==> src/rtl/alu_sequencer.sv <==
// alu_sequencer: accepts one ALU command, steps the datapath through the
// ra/rb operand loads, the ALU settle window and the rz strobe, then hands
// the captured 64-bit rz value back over a valid/ready result interface.
module alu_sequencer #(
  parameter int EXEC_CYCLES = 1,
  parameter int SEL_WIDTH   = 16
) (
  input  logic                 clock,
  input  logic                 clear,
  input  logic                 cmd_valid,
  output logic                 cmd_ready,
  input  logic [3:0]           cmd_op,
  input  logic [31:0]          cmd_a,
  input  logic [31:0]          cmd_b,
  output logic [3:0]           op_select,
  output logic [SEL_WIDTH-1:0] register_select,
  output logic [31:0]          register_in,
  input  logic [63:0]          rz_data,
  output logic                 result_valid,
  input  logic                 result_ready,
  output logic [63:0]          result_data,
  output logic                 busy
);

  // A zero settle time would skip EXEC entirely; clamp it to one cycle.
  localparam int          EXEC_EFF  = (EXEC_CYCLES < 1) ? 1 : EXEC_CYCLES;
  localparam logic [31:0] EXEC_LAST = 32'(EXEC_EFF - 1);

  localparam logic [2:0] SEL_NONE = 3'b000;
  localparam logic [2:0] SEL_RA   = 3'b001;
  localparam logic [2:0] SEL_RB   = 3'b010;
  localparam logic [2:0] SEL_RZ   = 3'b100;

  typedef enum logic [2:0] {
    S_IDLE    = 3'd0,
    S_LOAD_A  = 3'd1,
    S_LOAD_B  = 3'd2,
    S_EXEC    = 3'd3,
    S_WRITE_Z = 3'd4,
    S_CAPTURE = 3'd5,
    S_RESULT  = 3'd6
  } state_t;

  state_t      state_q, state_d;
  logic [3:0]  op_q, op_d;
  logic [31:0] a_q, a_d;
  logic [31:0] b_q, b_d;
  logic [31:0] cnt_q, cnt_d;
  logic [3:0]  op_select_q, op_select_d;
  logic [2:0]  sel_q, sel_d;
  logic [31:0] reg_in_q, reg_in_d;
  logic        result_valid_q, result_valid_d;
  logic [63:0] result_data_q, result_data_d;

  // Next-state logic: command latch, settle counter and result capture.
  always_comb begin
    state_d       = state_q;
    op_d          = op_q;
    a_d           = a_q;
    b_d           = b_q;
    cnt_d         = cnt_q;
    result_data_d = result_data_q;
    case (state_q)
      S_IDLE: begin
        if (cmd_valid) begin
          op_d    = cmd_op;
          a_d     = cmd_a;
          b_d     = cmd_b;
          state_d = S_LOAD_A;
        end else begin
          state_d = S_IDLE;
        end
      end
      S_LOAD_A: state_d = S_LOAD_B;
      S_LOAD_B: begin
        cnt_d   = EXEC_LAST;
        state_d = S_EXEC;
      end
      S_EXEC: begin
        if (cnt_q == 32'd0) begin
          state_d = S_WRITE_Z;
        end else begin
          cnt_d   = cnt_q - 32'd1;
          state_d = S_EXEC;
        end
      end
      S_WRITE_Z: state_d = S_CAPTURE;
      S_CAPTURE: begin
        // rz was loaded on the previous edge, so rz_data is valid now.
        result_data_d = rz_data;
        state_d       = S_RESULT;
      end
      S_RESULT: begin
        if (result_ready) begin
          state_d = S_IDLE;
        end else begin
          state_d = S_RESULT;
        end
      end
      default: state_d = S_IDLE;
    endcase
  end

  // Output decode from the upcoming state so every datapath output is a flop.
  always_comb begin
    op_select_d    = 4'h0;
    sel_d          = SEL_NONE;
    reg_in_d       = 32'h0;
    result_valid_d = 1'b0;
    case (state_d)
      S_LOAD_A: begin
        op_select_d = op_d;
        sel_d       = SEL_RA;
        reg_in_d    = a_d;
      end
      S_LOAD_B: begin
        op_select_d = op_d;
        sel_d       = SEL_RB;
        reg_in_d    = b_d;
      end
      S_EXEC:    op_select_d = op_d;
      S_WRITE_Z: begin
        op_select_d = op_d;
        sel_d       = SEL_RZ;
      end
      S_RESULT:  result_valid_d = 1'b1;
      default: begin
        op_select_d    = 4'h0;
        sel_d          = SEL_NONE;
        reg_in_d       = 32'h0;
        result_valid_d = 1'b0;
      end
    endcase
  end

  // State and output registers; clear aborts any sequence in flight.
  always_ff @(posedge clock) begin
    if (clear) begin
      state_q        <= S_IDLE;
      op_q           <= 4'h0;
      a_q            <= 32'h0;
      b_q            <= 32'h0;
      cnt_q          <= 32'h0;
      op_select_q    <= 4'h0;
      sel_q          <= SEL_NONE;
      reg_in_q       <= 32'h0;
      result_valid_q <= 1'b0;
      result_data_q  <= 64'h0;
    end else begin
      state_q        <= state_d;
      op_q           <= op_d;
      a_q            <= a_d;
      b_q            <= b_d;
      cnt_q          <= cnt_d;
      op_select_q    <= op_select_d;
      sel_q          <= sel_d;
      reg_in_q       <= reg_in_d;
      result_valid_q <= result_valid_d;
      result_data_q  <= result_data_d;
    end
  end

  // Only the low three select bits are ever driven; the rest stay zero.
  always_comb begin
    register_select      = {SEL_WIDTH{1'b0}};
    register_select[2:0] = sel_q;
  end

  // cmd_ready is gated by clear so nothing is accepted on a reset edge.
  assign cmd_ready    = (state_q == S_IDLE) && !clear;
  assign busy         = (state_q != S_IDLE);
  assign op_select    = op_select_q;
  assign register_in  = reg_in_q;
  assign result_valid = result_valid_q;
  assign result_data  = result_data_q;

endmodule

==> config.mk <==
export PLATFORM = sky130hd
export DESIGN_NAME = alu_sequencer
export DESIGN_NICKNAME = d
export VERILOG_FILES = /design/src/rtl/alu_sequencer.sv
export SDC_FILE = /design/constraint.sdc
export NUM_CORES = 1
export LEC_CHECK = 0
export CAP_MARGIN = 25
export CORE_ASPECT_RATIO = 2
export CORE_MARGIN = 2
export CORE_UTILIZATION = 28
export CTS_BUF_LIST = sky130_fd_sc_hd__clkbuf_8
export DETAILED_ROUTE_END_ITERATION = 10
export PLACE_DENSITY = 0.55
export SLEW_MARGIN = 40
export SYNTH_ARGS = -nofsm -noshare
export SYNTH_HDL_FRONTEND = slang
export SYNTH_SLANG_ARGS = --single-unit
==> constraint.sdc <==
create_clock -name clock -period 3.6 [get_ports clock]
set_input_delay 0.72 -clock clock [delete_from_list [all_inputs] [get_ports clock]]
set_output_delay 0.72 -clock clock [all_outputs]
set_load 0.02 [all_outputs]
==> impl_metrics.env <==
export IMPL_status="complete, no violations"
export IMPL_clk_pin_slew_ns=0.09
export IMPL_synthArstFlopShare_pct=0
export IMPL_clock_path_buffers=2
export IMPL_rows=80
export IMPL_fmax_mhz=340
export IMPL_cts_tree="yes"
export IMPL_slew_headroom_pct=46.4
export IMPL_synth_seq_cells=175
export IMPL_yosysSeqAreaShare_pct=51.8
export IMPL_globalRouteTotalUtil_pct=17.1
export IMPL_required_ns=2.88
export IMPL_final_area_sq_um=9750
export IMPL_final_core_util_pct=40.9
export IMPL_root_buffer="clkbuf_8"
export IMPL_drv_cap=0
export IMPL_rsz0062_at_grt="no"
export IMPL_synth_top_flop_cell="dfxtp_1"
export IMPL_wl_mm=21.5
export IMPL_power_mw=5.62
export IMPL_dieArea_sq_um=25500
export IMPL_clk_latency_ns=0.48
export IMPL_drt_pass1_iter_count=4
export IMPL_drt_vias_per_instance=4.80
export IMPL_synth_distinct_cells=46
export IMPL_die_h_um=224
export IMPL_cts_sinks=175
export IMPL_area_delta_synth_final_pct=44.2
export IMPL_power_frac_clock_pct=24.8
export IMPL_cellPowerDensity_nw_per_um2=576
export IMPL_cts_resized=0
export IMPL_io_pins=255
export IMPL_wire_per_inst_um=16.0
export IMPL_drc_errors=0
export IMPL_final_nets=1186
export IMPL_peakVddDrop_uv=282
export IMPL_synth_edff_count=0
export IMPL_layout_min_cycle_time_ns=2.94
export IMPL_grt_pass1_wl_mm=33.6
export IMPL_post_cts_buffers=0
export IMPL_p_int_mw=3.62
export IMPL_power_frac_seq_pct=40.9
export IMPL_crit_fanout=18
export IMPL_crit_path_end_kind="primary output"
export IMPL_cp_arrival_ns=2.22
export IMPL_dp_final_hpwl_mm=14.9
export IMPL_h_tree_depth=4
export IMPL_setup_viol=0
export IMPL_finalSetupTns_ns=0
export IMPL_placedCellCount=1316
export IMPL_syn_area_sq_um=6760
export IMPL_tightest_slew_ns=0.803
export IMPL_highest_layer="met4"
export IMPL_cts_hold_buf=0
export IMPL_synth_area_per_cell_sq_um=8.05
export IMPL_power_switching_mw=2.00
export IMPL_coreArea_sq_um=23800
export IMPL_vias=6461
export IMPL_gp_congestion=0.836
export IMPL_hp_class="reg2reg"
export IMPL_die_w_um=114
export IMPL_mostFrequentLayoutCells="240 x nand2_1, 240 x clkdlybuf4s50_1, 175 x dfxtp_1"
export IMPL_synth_cells=840
export IMPL_wirelength_met1_mm=7.85
export IMPL_fin_crit_sh_pct=81.8
export IMPL_critPathKind="reg2out"
export IMPL_layout_drive_gt1_share_pct=5.29
export IMPL_leakage_nw=3.43
export IMPL_stdcell_count=1346
export IMPL_initial_utilization_pct=28.4
export IMPL_rrSetupSlack_ns=1.08
export IMPL_slew_violations=0
export IMPL_antenna_left=0
export IMPL_wl_met3_mm=1.29
export IMPL_wl_met2_mm=11.8
export IMPL_comb_power_share_pct=34.3
export IMPL_finClkSkew_ns=0.0115
export IMPL_crit_path_start_kind="flop"
export IMPL_grt_pass1_vias=6353
export IMPL_swShare_pct=35.6
export IMPL_drt_iter0_markers=334
export IMPL_port_buffers=241
export IMPL_placed_cell_area_sq_um=9360
export IMPL_grt_overflow=0
export IMPL_grt_max_degree=83
export IMPL_yosysWarnings=0
export IMPL_cts_buffers=17
export IMPL_finalHoldViolations=0
export IMPL_antenna_found_initial=1
[metrics by stage]
stage / setup slack (ns) / hold WS, ns
final: 0.656 / 0.455
after detailed placement: 1.14 / 0.446
after global routing: 0.471 / 0.473
after global placement: 1.05 / 0.439
after floorplan: 1.41 / 0.432
after CTS: 0.603 / 0.458
[metal layers]
metal / GRT usage [%] / up-vias
li1: - / 3231
met5: 0 / -
met3: 5.36 / 26
met1: 17.5 / 3011
met2: 31.6 / 193
met4: 6.81 / 0
[sequential cells by signal, summed over array words and instances, names as in the netlist]
register / count
state_q: 3
cnt_q: 32
op_select: 4
op_q: 4
sel_q: 3
result_data: 64
result_valid: 1
register_in: 32
b_q: 32
[synth_stat cells, types with 2 or more instances]
library cell	instances	share of area, %
a31o_2	2	0.26
mux2i_1	6	0.89
o211ai_1	5	0.56
clkbuf_1	58	3.2
nand4b_1	4	0.52
ha_1	2	0.37
or3_1	20	1.9
a21oi_1	155	11
inv_1	6	0.33
nand2b_1	3	0.28
nand2_1	240	13
buf_2	5	0.37
nor4_1	5	0.46
dfxtp_1	175	52
o41ai_1	2	0.26
and3_1	5	0.46
nor3b_1	3	0.33
nand3_1	42	3.1
nor2_1	21	1.2
or4_1	16	1.8
o31ai_1	7	0.78
buf_4	13	1.4
xnor2_1	2	0.26
o21ai_0	15	1.1
nor3_1	7	0.52
[cells by family after synthesis]
kind of cell | synth area share (%)
DFF | 51.8
adders and majority gates | 0.370
muxes | 0.888
buffers and inverters | 5.42
xor gates and xnor gates | 0.259
other | 0.0555
AOI/OAI and AO/OA | 15.2
and+or+nand+nor | 26.0
[worst max-delay path: stages (launching register included)]
cell and delay, ns:
dfxtp_1 0.59, nor3_1 0.34, inv_1 0.11, nor2_1 0.09, clkdlybuf4s50_1 0.61
[final cells by class]
class	instances	area, sq um
Antenna cell	1	2.50
Clock buffer	22	303
Clock inverter	7	85.1
Fill cell	2450	14100
Inverter	6	22.5
Multi-Input combinational cell	594	2950
Sequential cell	175	3500
Tap cell	287	359
Timing Repair Buffer	254	2520
[final timing paths]
check	start	to	depth (start not counted)
hold / removal	result_data[22]	result_data[22]	2
setup reg to reg	cnt_q[15]	cnt_q[30]	6
setup / recovery	state_q[0]	cmd_ready	4
hold reg to reg	result_data[22]	result_data[22]	2
[power by group through the flow]
stage               combinational (mW)  sequential (mW)  clock [mW]
floorplan                         1.25             2.34           0
global placement                  1.92             2.34           0
detailed placement                1.93             2.34           0
CTS                               1.94             2.30        1.45
global route                      2.12             2.33        1.53
finish                            1.93             2.30        1.39
Power figures use the tool's default switching activity.
